## src/rtl/imuldiv_pkg.sv

```systemverilog
// Shared definitions for the imuldiv iterative divider: FSM encoding, fn codes,
// result field positions and the iteration count.
package imuldiv_pkg;

    typedef enum logic [1:0] {
        DIV_ST_IDLE = 2'd0,
        DIV_ST_CALC = 2'd1,
        DIV_ST_DONE = 2'd2
    } div_state_e;

    localparam logic DIV_FN_UNSIGNED = 1'b0;
    localparam logic DIV_FN_SIGNED   = 1'b1;

    localparam int DIV_W       = 32;
    localparam int RES_QUO_LSB = 0;
    localparam int RES_QUO_MSB = 31;
    localparam int RES_REM_LSB = 32;
    localparam int RES_REM_MSB = 63;

    localparam int               DIV_CNT_W = 6;
    localparam logic [DIV_CNT_W-1:0] DIV_ITERS = 6'd32;

    function automatic logic [DIV_W-1:0] div_abs(input logic [DIV_W-1:0] v, input logic en);
        return (en && v[DIV_W-1]) ? (~v + 32'd1) : v;
    endfunction

    function automatic logic [DIV_W-1:0] div_neg_if(input logic [DIV_W-1:0] v, input logic en);
        return en ? (~v + 32'd1) : v;
    endfunction

endpackage

```

## src/rtl/imuldiv_int_div_iterative_ctrl.sv

```systemverilog
// Control for the iterative divider: FSM, iteration down-counter, val/rdy and
// datapath load/step/result-select strobes.
//
//  state | meaning
//  IDLE  | ready for a request; load datapath on val&rdy
//  CALC  | one restoring shift-subtract per cycle until count hits 0
//  DONE  | result valid, held until the response is taken
module imuldiv_int_div_iterative_ctrl
    import imuldiv_pkg::*;
(
    input  logic clk,
    input  logic reset_n,
    input  logic i_req_val,
    output logic o_req_rdy,
    output logic o_resp_val,
    input  logic i_resp_rdy,
    output logic o_load,
    output logic o_step,
    output logic o_res_sel
);

    div_state_e             r_state;
    div_state_e             w_next_state;
    logic [DIV_CNT_W-1:0]   r_count;

    always_ff @(posedge clk or negedge reset_n) begin
        if (!reset_n) begin
            r_state <= DIV_ST_IDLE;
        end else begin
            r_state <= w_next_state;
        end
    end

    always_comb begin
        w_next_state = r_state;
        unique case (r_state)
            DIV_ST_IDLE: if (i_req_val)        w_next_state = DIV_ST_CALC;
            DIV_ST_CALC: if (r_count == '0)    w_next_state = DIV_ST_DONE;
            DIV_ST_DONE: if (i_resp_rdy)       w_next_state = DIV_ST_IDLE;
            default:                           w_next_state = DIV_ST_IDLE;
        endcase
    end

    // Handshake outputs are qualified by reset so nothing is offered while held in reset.
    always_comb begin
        o_req_rdy  = reset_n && (r_state == DIV_ST_IDLE);
        o_resp_val = reset_n && (r_state == DIV_ST_DONE);
        o_load     = o_req_rdy && i_req_val;
        o_step     = (r_state == DIV_ST_CALC) && (r_count != '0);
        o_res_sel  = o_resp_val;
    end

    always_ff @(posedge clk or negedge reset_n) begin
        if (!reset_n) begin
            r_count <= '0;
        end else if (o_load) begin
            r_count <= DIV_ITERS;
        end else if (o_step) begin
            r_count <= r_count - 6'd1;
        end
    end

endmodule

```

## src/rtl/imuldiv_int_div_iterative.sv

```systemverilog
// Iterative 32-bit restoring divider, one quotient bit per cycle, val/rdy in and out.
// Define IMULDIV_DIV_SIGNED_EN to honour divreq_msg_fn (signed div/rem); otherwise unsigned only.
module imuldiv_int_div_iterative
    import imuldiv_pkg::*;
(
    input  logic        clk,
    input  logic        reset_n,
    input  logic        divreq_msg_fn,
    input  logic [31:0] divreq_msg_a,
    input  logic [31:0] divreq_msg_b,
    input  logic        divreq_val,
    output logic        divreq_rdy,
    output logic [63:0] divresp_msg_result,
    output logic        divresp_val,
    input  logic        divresp_rdy
);

    logic        w_load;
    logic        w_step;
    logic        w_res_sel;

    logic [63:0] r_rem_quot;
    logic [31:0] r_b;

    logic [31:0] w_abs_a;
    logic [31:0] w_abs_b;
    logic [32:0] w_hi;
    logic        w_ge;
    logic [31:0] w_hi_next;
    logic [31:0] w_rem;
    logic [31:0] w_quo;

    imuldiv_int_div_iterative_ctrl u_ctrl (
        .clk        (clk),
        .reset_n    (reset_n),
        .i_req_val  (divreq_val),
        .o_req_rdy  (divreq_rdy),
        .o_resp_val (divresp_val),
        .i_resp_rdy (divresp_rdy),
        .o_load     (w_load),
        .o_step     (w_step),
        .o_res_sel  (w_res_sel)
    );

`ifdef IMULDIV_DIV_SIGNED_EN
    logic w_signed;
    logic r_sign_q;
    logic r_sign_r;

    assign w_signed = (divreq_msg_fn == DIV_FN_SIGNED);
    assign w_abs_a  = div_abs(divreq_msg_a, w_signed);
    assign w_abs_b  = div_abs(divreq_msg_b, w_signed);

    // Divide by zero keeps the all-ones quotient; the remainder fixup restores a itself.
    always_ff @(posedge clk or negedge reset_n) begin
        if (!reset_n) begin
            r_sign_q <= 1'b0;
            r_sign_r <= 1'b0;
        end else if (w_load) begin
            r_sign_q <= w_signed && (divreq_msg_a[31] ^ divreq_msg_b[31]) && (divreq_msg_b != '0);
            r_sign_r <= w_signed && divreq_msg_a[31];
        end
    end

    assign w_rem = div_neg_if(r_rem_quot[63:32], r_sign_r);
    assign w_quo = div_neg_if(r_rem_quot[31:0],  r_sign_q);
`else
    logic w_unused_fn;

    assign w_unused_fn = divreq_msg_fn;
    assign w_abs_a     = divreq_msg_a;
    assign w_abs_b     = divreq_msg_b;
    assign w_rem       = r_rem_quot[63:32];
    assign w_quo       = r_rem_quot[31:0];
`endif

    // Partial remainder after the left shift; bit 32 is the bit shifted out of the top.
    assign w_hi      = r_rem_quot[63:31];
    assign w_ge      = (w_hi >= {1'b0, r_b});
    assign w_hi_next = w_ge ? (w_hi[31:0] - r_b) : w_hi[31:0];

    always_ff @(posedge clk or negedge reset_n) begin
        if (!reset_n) begin
            r_rem_quot <= '0;
            r_b        <= '0;
        end else if (w_load) begin
            r_rem_quot <= {32'd0, w_abs_a};
            r_b        <= w_abs_b;
        end else if (w_step) begin
            r_rem_quot <= {w_hi_next, r_rem_quot[30:0], w_ge};
        end
    end

    assign divresp_msg_result[RES_REM_MSB:RES_REM_LSB] = w_res_sel ? w_rem : '0;
    assign divresp_msg_result[RES_QUO_MSB:RES_QUO_LSB] = w_res_sel ? w_quo : '0;

endmodule
```

## config.mk

```make
export PLATFORM = sky130hd
export DESIGN_NAME = imuldiv_int_div_iterative
export DESIGN_NICKNAME = d
export VERILOG_FILES = /design/src/rtl/imuldiv_pkg.sv /design/src/rtl/imuldiv_int_div_iterative_ctrl.sv /design/src/rtl/imuldiv_int_div_iterative.sv
export SDC_FILE = /design/constraint.sdc
export NUM_CORES = 1
export LEC_CHECK = 0
export BUFFER_PORTS_ARGS = -buffer_cell sky130_fd_sc_hd__buf_2
export CAP_MARGIN = 0
export CORE_UTILIZATION = 36
export DETAILED_ROUTE_END_ITERATION = 12
export GPL_TIMING_DRIVEN = 0
export PLACE_DENSITY = 0.66
export SLEW_MARGIN = 40
export SYNTH_ARGS = -nofsm -noshare
export SYNTH_HDL_FRONTEND = slang
export SYNTH_HIERARCHICAL = 1
export SYNTH_SLANG_ARGS = --single-unit
```

## constraint.sdc

```tcl
create_clock -name clk -period 4.32 [get_ports clk]
set_input_delay 0.432 -clock clk [delete_from_list [all_inputs] [get_ports clk]]
set_output_delay 0.432 -clock clk [all_outputs]
set_load 0.03 [all_outputs]
```

==> flow_summary.json <==
{
  "setup_slack_ns": 0.5496,
  "rsz0062_at_grt": "no",
  "ioPinCount": 135,
  "grt_max_degree": 56,
  "start_kind": "input pin",
  "cts_root_buf": "clkbuf_16",
  "ys_async_sr_fraction_pct": 100.0,
  "placed_cells": 1265,
  "fillers": 1980,
  "end_kind": "output port",
  "hp-class": "in -> reg",
  "coreArea_um2": 19460,
  "port_buffers": 133,
  "crit_required_ns": 3.89,
  "leakage_uw": 0.004173,
  "die_width_um": 143.1,
  "cp.arrival_ns": 3.34,
  "synth_flop_cell": "dfrtp_1",
  "place_ws_ns": 0.6614,
  "ir_drop_mv": 0.3749,
  "crit_family": "buffers and inverters",
  "cp_slowest_stage_delay_ns": 0.56,
  "slowest_stage": "dlygate4sd3_1",
  "crit_buf_inv": 6,
  "layout_min_cycle_time_ns": 3.770,
  "crit_start": "reset_n",
  "tightest_slew_ns": 0.8174,
  "cts_buffers": 9,
  "place.gp.congestion": 0.8715,
  "rows": 51,
  "globalRouteTotalUtil_pct": 20.94,
  "setup_violations": 0,
  "clkLatencyLatePin_ns": 0.37,
  "ys_types": 65,
  "instances_no_fill": 1282,
  "nNetsFinal": 1116,
  "drv_slew": 0,
  "hold_start": "divreq_msg_a[3]",
  "dr.pass1.iters": 5,
  "antenna_found_initial": 0,
  "viasPerCell": 5.327,
  "syn_nets": 970,
  "drive_above_1_share_pct": 17.99,
  "cts_tree": "built",
  "synth_mux_area_share_pct": 5.793,
  "maxCapViolCount": 0,
  "skew_ns": 0.006127,
  "reg2reg_from": "r_rem_quot[49]",
  "wl_um": 21160,
  "postLayoutCoreUtil_pct": 43.94,
  "finalCritPeriodShare_pct": 87.28,
  "dp_hpwl_um": 16070,
  "max_slew_margin_pct": 45.51,
  "synth_top_family_by_area": "simple AND/OR/NAND/NOR gates",
  "start_util_pct": 36.84,
  "synth_edf_count": 0,
  "syn_avg_cell_area_um2": 8.280,
  "overflow": 0,
  "drc": 0,
  "synth-simple-area-share_pct": 23.63,
  "powerDensity_nw_per_um2": 927.2,
  "cpMostUsedCell": "clkbuf_1",
  "clockBufferDepth": 2,
  "synthAdderAreaFrac_pct": 6.212,
  "dieArea_um2": 20490,
  "synth_area_um2": 7171,
  "yosysWarnings": 6,
  "synth_seq_cells": 104,
  "die_h_um": 143.1,
  "status": "complete, no violations",
  "ant_nets": 0,
  "cts_max_level": 3,
  "dr.first_iter.drc_count": 489,
  "cts.sinks": 104,
  "synth-compound-area-share_pct": 20.55,
  "syn2layout_area_growth_pct": 19.26,
  "synth_cells": 866,
  "worstPathMaxFanout": 55,
  "hold_viol_final": 0,
  "fmax_mhz": 265.2,
  "wl_per_cell_um": 16.50,
  "clk_pin_slew_worst_paths_ns": 0.07,
  "ys_seq_area_share_pct": 36.29,
  "cp_cell_sequence": "dlygate4sd3_1 > buf_8 > buf_16 > and3b_2 > clkbuf_1 > clkbuf_1 > and2_1 > buf_2",
  "num_vias": 6829,
  "synthXorXnorAreaFrac_pct": 1.710,
  "finalSetupTns_ns": 0,
  "post_cts_buffers": 0,
  "grt_pass1_vias": 6282,
  "diodes": 0,
  "grt_pass1_wl_um": 32980,
  "crit_type": "in -> out"
}
[synth_stat cells, drive strengths merged (10+ instances only)]
cell,n,area (um2)
clkbuf,38,142.6
a21o,10,75.07
nand3,16,97.60
mux2i,37,370.4
nand4,11,75.07
dfrtp,104,2603
ha,34,425.4
nand2,130,488.0
inv,45,168.9
or3,11,68.82
a21oi,50,250.2
a311oi,19,166.4
nor2,51,191.4
a211oi,19,142.6
o21ai,97,485.5
and2,67,419.2
buf,18,105.1
[through the flow]
| step | hold slack, ns | area [um2] | total power [uW] |
|---|---|---|---|
| after floorplan | 0.1364 | 7171 | 5699 |
| after global placement | 0.4922 | 8168 | 6815 |
| after detailed placement | 0.3773 | 8205 | 6916 |
| after CTS | 0.2629 | 8552 | 7885 |
| after global routing | 0.2729 | 8552 | 8617 |
| final | 0.2660 | 8552 | 7930 |
[report_power, final]
group          switching, uW  total (uW)  internal [uW]
combinational           3030        5100           2070
sequential               376        1890           1520
clock                    400         933            533
[cell families after synthesis]
kind of cell	count (synthesis)
buf+inv	101
xor+xnor	14
simple gates	334
mux	41
flops	104
fa+ha+maj	35
compound gates	237
[worst reg2reg max path, delay by kind of cell (launching register included)]
family | cells | cell delay [ns]
compound gates | 5 | 1.92
fa+ha+maj | 1 | 0.42
buf+inv | 2 | 0.64
flops | 1 | 0.41
simple gates | 2 | 0.22
[sequential cells by signal, indices dropped and copies added, names as in the netlist]
name and flops:
u_ctrl/r_count 6, r_b 32, r_rem_quot 64, u_ctrl/r_state 2
[per-layer routing]
| layer | share of wire [%] | GRT usage [%] | vias up |
|---|---|---|---|
| met1 | 47 | 28.90 | 3279 |
| li1 | - | - | 3347 |
| met5 | 0 | 0 | - |
| met3 | 5.1 | 3.186 | 25 |
| met2 | 46 | 32.81 | 178 |
| met4 | 2.0 | 8.036 | 0 |
[placed cells by master, fill, tap and decap left out, types with 8 or more instances in the layout]
master     instances
nand3_1           14
xor2_1             8
or3_1             11
nand2_1          130
buf_2            141
nand4_1           10
a211oi_1          19
a311oi_1          19
clkbuf_1          38
a21oi_1           50
ha_1              34
a21o_1            10
nor2_1            51
o21ai_0           92
dfrtp_1          104
and3_1             9
mux2i_1           37
clkbuf_16          9
inv_1             45
and2_1            67
[worst paths after layout]
path,slack (ns),end,depth (start not counted)
worst max-delay path,0.55,divresp_msg_result[43],8
max in group asynchronous,3.13,r_rem_quot[45],3
worst min-delay path,0.27,r_rem_quot[3],3
min in group asynchronous,0.57,r_rem_quot[15],2
worst min register to register,0.51,u_ctrl/r_count[4],1
worst max register to register,0.62,r_rem_quot[53],10
[area by class of cell]
| type | instances | area, um2 | share of cell area [%] |
|---|---|---|---|
| Clock inverter | 6 | 97.59 | 1.141 |
| Buffer | 56 | 247.7 | 2.897 |
| Tap cell | 265 | 331.6 | 3.877 |
| Timing Repair Buffer | 135 | 713.2 | 8.339 |
| Inverter | 45 | 168.9 | 1.975 |
| Sequential cell | 104 | 2603 | 30.43 |
| Clock buffer | 10 | 239.0 | 2.794 |
| Multi-Input combinational cell | 661 | 4151 | 48.54 |
[what timing repair did]
action                                  CTS  global route
hold endpoints to repair                 24             0
resized for setup                         0             0
hold buffers                              1             0
endpoints found under the setup margin    0             0
No activity file was read; power rests on OpenSTA's default activity.
